<file path="src/rtl/tdoa_pkg.sv">
// Shared types, constants and helpers for the TDOA estimator.
// The optional geometry check is enabled with the TDOA_GEOM_CHECK_EN macro.
package tdoa_pkg;

    typedef enum logic [1:0] {
        IDLE    = 2'd0,
        CAPTURE = 2'd1,
        COMPUTE = 2'd2,
        HOLDOFF = 2'd3
    } state_t;

    typedef logic signed [5:0] delay_t;

    localparam logic signed [6:0] DELAY_MIN = -7'sd32;
    localparam logic signed [6:0] DELAY_MAX = 7'sd31;

    function automatic delay_t sat_delay(input logic signed [6:0] d);
        delay_t r;
        if (d > DELAY_MAX) begin
            r = 6'sb011111;
        end else if (d < DELAY_MIN) begin
            r = 6'sb100000;
        end else begin
            r = d[5:0];
        end
        return r;
    endfunction

    function automatic logic [6:0] abs7(input logic signed [6:0] d);
        logic [6:0] r;
        if (d < 7'sd0) begin
            r = 7'(-d);
        end else begin
            r = 7'(d);
        end
        return r;
    endfunction

endpackage

</file>
<file path="src/rtl/arrival_latch.sv">
// Per-microphone onset edge detector with a first-arrival flag and a 5-bit timestamp.
module arrival_latch (
    input  logic       clk,
    input  logic       rst_n,
    input  logic       clear,
    input  logic       arm,
    input  logic       sample_tick,
    input  logic       onset,
    input  logic [4:0] win_cnt,
    output logic       arrival,
    output logic       seen,
    output logic [4:0] ts
);

    logic prev_r;
    logic seen_r;
    logic [4:0] ts_r;

    assign arrival = sample_tick & onset & ~prev_r;
    assign seen    = seen_r;
    assign ts      = ts_r;

    // Edge history always tracks the level so a level held across HOLDOFF never looks like a new edge.
    always_ff @(posedge clk or negedge rst_n) begin
        if (!rst_n) begin
            prev_r <= 1'b0;
            seen_r <= 1'b0;
            ts_r   <= 5'd0;
        end else begin
            if (sample_tick) begin
                prev_r <= onset;
            end
            if (clear) begin
                seen_r <= 1'b0;
                ts_r   <= 5'd0;
            end else if (arm && arrival && !seen_r) begin
                seen_r <= 1'b1;
                ts_r   <= win_cnt;
            end
        end
    end

endmodule

</file>
<file path="src/rtl/tdoa_estimator.sv">
// Timestamps onsets from mics A/B/C and emits signed delays tB-tA and tC-tA with a one-clk trigger.
// Optional macro TDOA_GEOM_CHECK_EN rejects events whose delays exceed GEOM_MAX.
module tdoa_estimator
    import tdoa_pkg::*;
#(
    parameter int WINDOW_TICKS  = 31,
    parameter int HOLDOFF_TICKS = 4800,
    parameter int GEOM_MAX      = 24,
    parameter int CNT_W         = 16
) (
    input  logic       clk,
    input  logic       rst_n,
    input  logic       sample_tick,
    input  logic       onset_a,
    input  logic       onset_b,
    input  logic       onset_c,
    output logic       trigger,
    output delay_t     dAB,
    output delay_t     dAC,
    output logic       busy,
    output logic [7:0] drop_cnt
);

    localparam logic [4:0]       WIN_LIM  = 5'(WINDOW_TICKS);
    localparam logic [CNT_W-1:0] HOLD_END = CNT_W'(HOLDOFF_TICKS - 1);

    state_t           state_r;
    state_t           state_nxt_s;
    logic [4:0]       win_cnt_r;
    logic [CNT_W-1:0] hold_cnt_r;
    logic             trigger_r;
    delay_t           dab_r;
    delay_t           dac_r;
    logic [7:0]       drop_cnt_r;

    logic             clear_s;
    logic             arm_s;
    logic [4:0]       cur_t_s;
    logic [2:0]       arr_s;
    logic [2:0]       seen_s;
    logic [4:0]       ts_a_s;
    logic [4:0]       ts_b_s;
    logic [4:0]       ts_c_s;
    logic signed [6:0] diff_ab_s;
    logic signed [6:0] diff_ac_s;
    logic             geom_bad_s;
    logic             timeout_s;
    logic             trig_ok_s;
    logic             drop_s;

    // Latch control: the tick that leaves IDLE is t=0, later ticks are one past the last counted tick.
    always_comb begin
        clear_s = (state_r == HOLDOFF);
        arm_s   = (state_r == IDLE) || ((state_r == CAPTURE) && (win_cnt_r < WIN_LIM));
        if (state_r == IDLE) begin
            cur_t_s = 5'd0;
        end else begin
            cur_t_s = win_cnt_r + 5'd1;
        end
    end

    arrival_latch u_lat_a (
        .clk(clk), .rst_n(rst_n), .clear(clear_s), .arm(arm_s), .sample_tick(sample_tick),
        .onset(onset_a), .win_cnt(cur_t_s), .arrival(arr_s[0]), .seen(seen_s[0]), .ts(ts_a_s)
    );

    arrival_latch u_lat_b (
        .clk(clk), .rst_n(rst_n), .clear(clear_s), .arm(arm_s), .sample_tick(sample_tick),
        .onset(onset_b), .win_cnt(cur_t_s), .arrival(arr_s[1]), .seen(seen_s[1]), .ts(ts_b_s)
    );

    arrival_latch u_lat_c (
        .clk(clk), .rst_n(rst_n), .clear(clear_s), .arm(arm_s), .sample_tick(sample_tick),
        .onset(onset_c), .win_cnt(cur_t_s), .arrival(arr_s[2]), .seen(seen_s[2]), .ts(ts_c_s)
    );

    // Delay arithmetic at 7 bits, plus the accept/drop decision for the current clk.
    always_comb begin
        diff_ab_s = $signed({2'b00, ts_b_s}) - $signed({2'b00, ts_a_s});
        diff_ac_s = $signed({2'b00, ts_c_s}) - $signed({2'b00, ts_a_s});
`ifdef TDOA_GEOM_CHECK_EN
        geom_bad_s = (abs7(diff_ab_s) > 7'(GEOM_MAX)) || (abs7(diff_ac_s) > 7'(GEOM_MAX));
`else
        geom_bad_s = 1'b0;
`endif
        timeout_s = (state_r == CAPTURE) && !(&seen_s) && (win_cnt_r >= WIN_LIM);
        trig_ok_s = (state_r == COMPUTE) && !geom_bad_s;
        drop_s    = timeout_s || ((state_r == COMPUTE) && geom_bad_s);
    end

    // Next-state logic.
    always_comb begin
        state_nxt_s = state_r;
        case (state_r)
            IDLE: begin
                if (sample_tick && (|arr_s)) begin
                    state_nxt_s = CAPTURE;
                end else begin
                    state_nxt_s = IDLE;
                end
            end
            CAPTURE: begin
                if (&seen_s) begin
                    state_nxt_s = COMPUTE;
                end else if (timeout_s) begin
                    state_nxt_s = HOLDOFF;
                end else begin
                    state_nxt_s = CAPTURE;
                end
            end
            COMPUTE: begin
                state_nxt_s = HOLDOFF;
            end
            HOLDOFF: begin
                if (sample_tick && (hold_cnt_r == HOLD_END)) begin
                    state_nxt_s = IDLE;
                end else begin
                    state_nxt_s = HOLDOFF;
                end
            end
            default: begin
                state_nxt_s = IDLE;
            end
        endcase
    end

    // State register.
    always_ff @(posedge clk or negedge rst_n) begin
        if (!rst_n) begin
            state_r <= IDLE;
        end else begin
            state_r <= state_nxt_s;
        end
    end

    // Window and holdoff counters advance only on sample ticks.
    always_ff @(posedge clk or negedge rst_n) begin
        if (!rst_n) begin
            win_cnt_r  <= 5'd0;
            hold_cnt_r <= '0;
        end else begin
            if (state_r != CAPTURE) begin
                win_cnt_r <= 5'd0;
            end else if (sample_tick && (win_cnt_r < WIN_LIM)) begin
                win_cnt_r <= win_cnt_r + 5'd1;
            end
            if (state_r != HOLDOFF) begin
                hold_cnt_r <= '0;
            end else if (sample_tick) begin
                hold_cnt_r <= hold_cnt_r + 1'b1;
            end
        end
    end

    // Registered measurement outputs and saturating drop counter.
    always_ff @(posedge clk or negedge rst_n) begin
        if (!rst_n) begin
            trigger_r  <= 1'b0;
            dab_r      <= 6'sd0;
            dac_r      <= 6'sd0;
            drop_cnt_r <= 8'd0;
        end else begin
            trigger_r <= trig_ok_s;
            if (trig_ok_s) begin
                dab_r <= sat_delay(diff_ab_s);
                dac_r <= sat_delay(diff_ac_s);
            end
            if (drop_s && (drop_cnt_r != 8'hff)) begin
                drop_cnt_r <= drop_cnt_r + 8'd1;
            end
        end
    end

    assign trigger  = trigger_r;
    assign dAB      = dab_r;
    assign dAC      = dac_r;
    assign drop_cnt = drop_cnt_r;
    assign busy     = (state_r != IDLE);

endmodule

</file>
<file path="config.mk">
export PLATFORM = sky130hd
export DESIGN_NAME = tdoa_estimator
export DESIGN_NICKNAME = d
export VERILOG_FILES = /design/src/rtl/tdoa_pkg.sv /design/src/rtl/arrival_latch.sv /design/src/rtl/tdoa_estimator.sv
export SDC_FILE = /design/constraint.sdc
export NUM_CORES = 1
export LEC_CHECK = 0
export ABC_AREA = 1
export CAP_MARGIN = 40
export CORE_ASPECT_RATIO = 1.5
export CORE_UTILIZATION = 40
export CTS_CLUSTER_SIZE = 30
export DETAILED_ROUTE_END_ITERATION = 10
export DONT_BUFFER_PORTS = 1
export RECOVER_POWER = 25
export REMOVE_ABC_BUFFERS = 1
export SLEW_MARGIN = 20
export SYNTH_ARGS = -nofsm -noshare
export SYNTH_HDL_FRONTEND = slang
export SYNTH_SLANG_ARGS = --single-unit
</file>
<file path="constraint.sdc">
create_clock -name clk -period 2.2 [get_ports clk]
set_input_delay 0.44 -clock clk [delete_from_list [all_inputs] [get_ports clk]]
set_output_delay 0.44 -clock clk [all_outputs]
set_load 0.03 [all_outputs]
</file>
; ---- Yosys cells after proc, flatten, opt, wreduce, memory -nomap -nowiden
; Cells that the tools add are included.
[totals]
output_inout_bits = 22
elab_cells = 96
register_bits = 65
[op_classes]
order_cmp = 6
mux = 26
add_sub_neg = 5
n_eq_ne = 7
n_bitwise = 9
n_reduce_logical = 27
[op_table]
columns = cell, n
row1 = 5-bit two-way mux, 9
row2 = 16-bit two-way mux, 2
row3 = 6-bit two-way mux, 4
row4 = 16-bit by 1-bit adder with 16-bit output (second input constant), 1
row5 = 16-bit by 13-bit equality test with 1-bit output (second input constant), 1
row6 = 1-bit logical AND, 13
row7 = 6-bit > comparator (second input constant), 2
row8 = 6-bit < comparator (second input constant), 2
row9 = 2-bit nonzero test, 6
row10 = 5-bit by 5-bit subtractor with 6-bit output, 2
row11 = 8-bit by 1-bit adder with 8-bit output (second input constant), 1
row12 = 8-bit inequality test (second input constant), 1
row13 = 2-bit case mux with 4 select lines, 1
row14 = 1-bit two-way mux, 7
row15 = 1-bit bitwise AND, 6
row16 = 2-bit two-way mux, 3
row17 = 5-bit by 1-bit adder with 5-bit output (second input constant), 1
row18 = 5-bit >= comparator (second input constant), 1
row19 = 5-bit < comparator (second input constant), 1
row20 = 2-bit equality test (second input constant), 2
row21 = 1-bit logical NOT, 4
row22 = 1-bit inverter, 3
row23 = 3-bit AND reduction, 1
row24 = 3-bit OR reduction, 1
row25 = 5 further kinds, 5

; ---- Depth between registers and ports, before layout
[logic_depth]
word_depth = 7
mapped_depth = 11
mapped_depth_nobuf = 11

; ---- By module
; Synthesis repeated with hierarchy kept, for this count alone.
[hier_totals]
hier_cells = 459
hier_area_um2 = 3671.0
[modules_own_cells]
columns = mod, area_each_um2, cells_per_inst, n_inst, seq_area_each_um2
row1 = tdoa_estimator, 2672.6, 357, 1, 1101.1
row2 = arrival_latch, 332.8, 34, 3, 175.2

; ---- Worst setup path after synthesis
; OpenSTA, ideal clock, no wires.
[synth_path]
kind = reg-to-reg
from = register win_cnt_r[0]
to = register state_r[1]
required_ns = 2.077
period_less_slack_ns = 1.660
setup_slack_ns = 0.540
arrival_ns = 1.537
path_buffers = 1
stages_incl_launch_ff = 9
path_cell_list = dfrtp_1 -> ha_1 -> nand2_1 -> nor2_1 -> ha_1 -> or2_2 -> buf_2 -> o21ai_0 -> nand2_1
[synth_via]
elab_chain_cells = 5
[synth_rtl]
columns = element, line_no
row1 = "start, declared", tdoa_estimator.sv:29  ; logic [4:0] win_cnt_r;
row2 = "start signal, assigned", tdoa_estimator.sv:145  ; win_cnt_r <= win_cnt_r + 5'd1;
row3 = 5-bit >= comparator, tdoa_estimator.sv:86  ; timeout_s = (state_r == CAPTURE) && !(&seen_s) && (win_cnt_r >= WIN_LIM);
row4 = 1-bit logical AND, tdoa_estimator.sv:86
row5 = 2-bit two-way mux, tdoa_estimator.sv:105  ; end else if (timeout_s) begin
row6 = 2-bit two-way mux, tdoa_estimator.sv:103  ; if (&seen_s) begin
row7 = 2-bit case mux with 4 select lines, tdoa_estimator.sv:94  ; case (state_r)
row8 = net state_nxt_s[1], tdoa_estimator.sv:28  ; state_t state_nxt_s;
row9 = "end signal, assigned", tdoa_estimator.sv:132  ; state_r <= state_nxt_s;
row10 = "end, declared", tdoa_estimator.sv:27  ; state_t state_r;
; The timed path passes the listed nets, and every way through them passes these cells.
; A chain may end at the register's enable or synchronous reset.

; ---- Final worst setup path
; Same ends and word-level chain as after synthesis.

==> impl_metrics.json <==
{
  "gp_congestion": 0.8996,
  "cp_data_required_time_ps": 2420,
  "netlist_area_um2": 3476,
  "maxCapViolCount": 0,
  "initial_core_util_pct": 41.31,
  "pwr-share-seq_pct": 43.9,
  "diodes": 0,
  "cts_buffer_depth": 2,
  "fin_crit_ps": 1733,
  "die_w_um": 78.11,
  "p_per_area_nw_per_um2": 762.1,
  "finalClockSkew_ps": 7.608,
  "power_frac_comb_pct": 5.8,
  "dpl_cell_area_um2": 3608,
  "tns_ps": 0,
  "yosys_warnings": 0,
  "pre_cts_ws_ps": 465.9,
  "cts_buffers": 9,
  "slew_viol_final": 0,
  "grt-ovfl-total": 0,
  "final_core_util_pct": 46.80,
  "avgSynthCellArea_um2": 7.690,
  "start_kind": "flop",
  "grt_pass1_wl_um": 12860,
  "synthToLayoutAreaGrowth_pct": 13.28,
  "worst_pin_slew_ps": 891.7,
  "switchingPower_uw": 701.8,
  "grt_pass1_vias": 2881,
  "p_total_uw": 3001,
  "critPathKind": "flop to flop",
  "layout_setup_ws_ps": 467.5,
  "cellInternalPower_uw": 2299,
  "setup_violations": 0,
  "cp.arrival_ps": 1950,
  "clk_pin_slew_ps": 50,
  "rsz0062_at_grt": "no",
  "via_per_inst": 5.017,
  "synth_seq_cells": 65,
  "first_pass_iters": 4,
  "syn_inst": 452,
  "num_rows": 41,
  "finalCritPeriodShare_pct": 78.75,
  "grt_use_total_pct": 18.71,
  "status": "finished, final reports clean",
  "ant_nets": 0,
  "layout-drive-gt1-share_pct": 6.210,
  "antenna_found_initial": 0,
  "p_leak_uw": 0.001960,
  "clock.fmax_mhz": 577.2,
  "dieArea_um2": 9074,
  "clock-root-buffer": "clkbuf_16",
  "swShare_pct": 23.39,
  "io_pins": 28,
  "crit_path_top_delay_cell": "dfrtp_1",
  "finalHoldViolCount": 0,
  "io_buffers": 0,
  "htree_levels": 3,
  "drt-total-wl_um": 7612,
  "clk_latency_ps": 340,
  "die_h_um": 116.2,
  "end_kind": "flop",
  "critical_path.cell_chain": "ha_1 > nand2_1 > nor2_1 > ha_1 > or2_2 > o21ai_0 > nand2_1",
  "crit_fanout": 10,
  "cts_setup_buffers": 0,
  "grt_max_degree": 66,
  "cts.sink_count": 65,
  "wire_per_inst_um": 13.26,
  "core_area_um2": 8413,
  "slew_headroom_pct": 40.56,
  "yosysUniqueCellTypes": 31,
  "layout_common_cells": "nand2_1 (146), dfrtp_1 (65), nor2_1 (51)",
  "dp.final_hpwl_um": 5543,
  "peakVddDrop_uv": 386.4,
  "dr_total_vias": 2880,
  "drtIter0Drc": 97,
  "yosysSeqAreaShare_pct": 46.80,
  "fin_area_um2": 3938,
  "pwr-share-clk_pct": 50.2,
  "drc": 0,
  "cp_slowest_stage_delay_ps": 440,
  "finalNetCount": 484,
  "cts_tree": "done",
  "mostFrequentLayoutCell": "nand2_1",
  "hold_path.class": "input port to flop"
}
==> worst max-delay path, delay by kind of cell (launching register included) <==
family          cells  cell delay [ps]
flops               1              440
compound gates      1              170
fa+ha+maj           2              420
simple gates        4              590
==> sequential cells by signal, summed over array words and instances, names as in the netlist, 2 cells and up <==
register / cells
drop_cnt: 8
u_lat_b.ts: 5
u_lat_a.ts: 5
dAC: 6
state_r: 2
dAB: 6
hold_cnt_r: 16
win_cnt_r: 5
u_lat_c.ts: 5
==> cells in the mapped netlist <==
| cell | instances | area share (%) |
|---|---|---|
| a21oi_1 | 10 | 1.4 |
| nand4_1 | 12 | 2.2 |
| inv_2 | 3 | 0.32 |
| xor2_1 | 4 | 1.0 |
| nor3_1 | 6 | 0.86 |
| ha_1 | 14 | 5.0 |
| or2_2 | 1 | 0.18 |
| nand2_1 | 146 | 16 |
| fa_1 | 2 | 1.2 |
| nand2_4 | 1 | 0.32 |
| nor2_1 | 51 | 5.5 |
| a21oi_4 | 1 | 0.47 |
| o21ai_0 | 19 | 2.7 |
| o31ai_1 | 1 | 0.22 |
| o22ai_1 | 1 | 0.18 |
| nor2_4 | 2 | 0.65 |
| inv_1 | 45 | 4.9 |
| buf_1 | 1 | 0.11 |
| o21ai_1 | 6 | 0.86 |
| dfrtp_1 | 65 | 47 |
| or2_0 | 2 | 0.36 |
| xnor2_1 | 2 | 0.50 |
| nand3b_1 | 4 | 0.86 |
| and3_1 | 1 | 0.18 |
| and2_1 | 1 | 0.18 |
| clkbuf_2 | 1 | 0.14 |
| clkbuf_1 | 2 | 0.22 |
| nand2_2 | 1 | 0.18 |
| nand3_1 | 43 | 6.2 |
| clkinv_1 | 1 | 0.11 |
| buf_2 | 3 | 0.43 |
==> per-stage QoR <==
stage	instances	hold WS, ps
floorplan	445	144.4
CTS	574	235.3
global route	574	237.9
finish	574	241.7
detailed placement	556	145.8
global placement	556	146.0
==> power groups by stage <==
stage,clock network (uW),logic (uW),registers (uW)
floorplan,0,124,1320
global placement,0,147,1340
detailed placement,0,153,1340
CTS,1530,184,1320
global route,1590,209,1330
finish,1510,175,1320
==> area by class of cell <==
type,instances,area [um^2]
repair buffers,6,47.55
fillers,864,4476
multi-input cells,331,1634
clock buffers,10,229.0
clock inverters,6,82.58
well taps,107,133.9
flip-flops and latches,65,1627
inverters,49,183.9
==> routing by layer <==
layer  wire length [um]  up-vias  global-route usage (%)  share of wire, %
li1                   -     1474                       -                 -
met1               2954     1334                   17.91                39
met2               4176       50                   35.61                55
met3                219       22                   4.531               2.9
met4                261        0                   11.60               3.4
met5                  0        -                       0                 0
==> final timing paths <==
kind | startpoint | endpoint | slack [ps] | cells past startpoint
max reg2reg | win_cnt_r[0] | state_r[1] | 470 | 7
max | win_cnt_r[0] | state_r[1] | 470 | 7
min reg2reg | u_lat_a.prev_r | u_lat_a.prev_r | 470 | 2
min in group asynchronous | rst_n | u_lat_c.prev_r | 800 | 2
min | sample_tick | u_lat_c.prev_r | 240 | 2
max in group asynchronous | rst_n | hold_cnt_r[10] | 820 | 2
==> logic make-up (layout without fill, tap and decap cells) <==
family / Yosys count / in the layout / synth area share [%]
simple gates: 271 / 271 / 33.41
flops: 65 / 65 / 46.80
buf+inv: 56 / 71 / 6.191
compound gates: 38 / 38 / 5.904
fa+ha+maj: 16 / 16 / 6.192
xor+xnor: 6 / 6 / 1.512
==> repair_timing <==
action	CTS	global route
hold buffers	2	0
gates resized for setup	0	0
endpoints found under the hold margin	65	0
No activity file was read; power rests on OpenSTA's default activity.
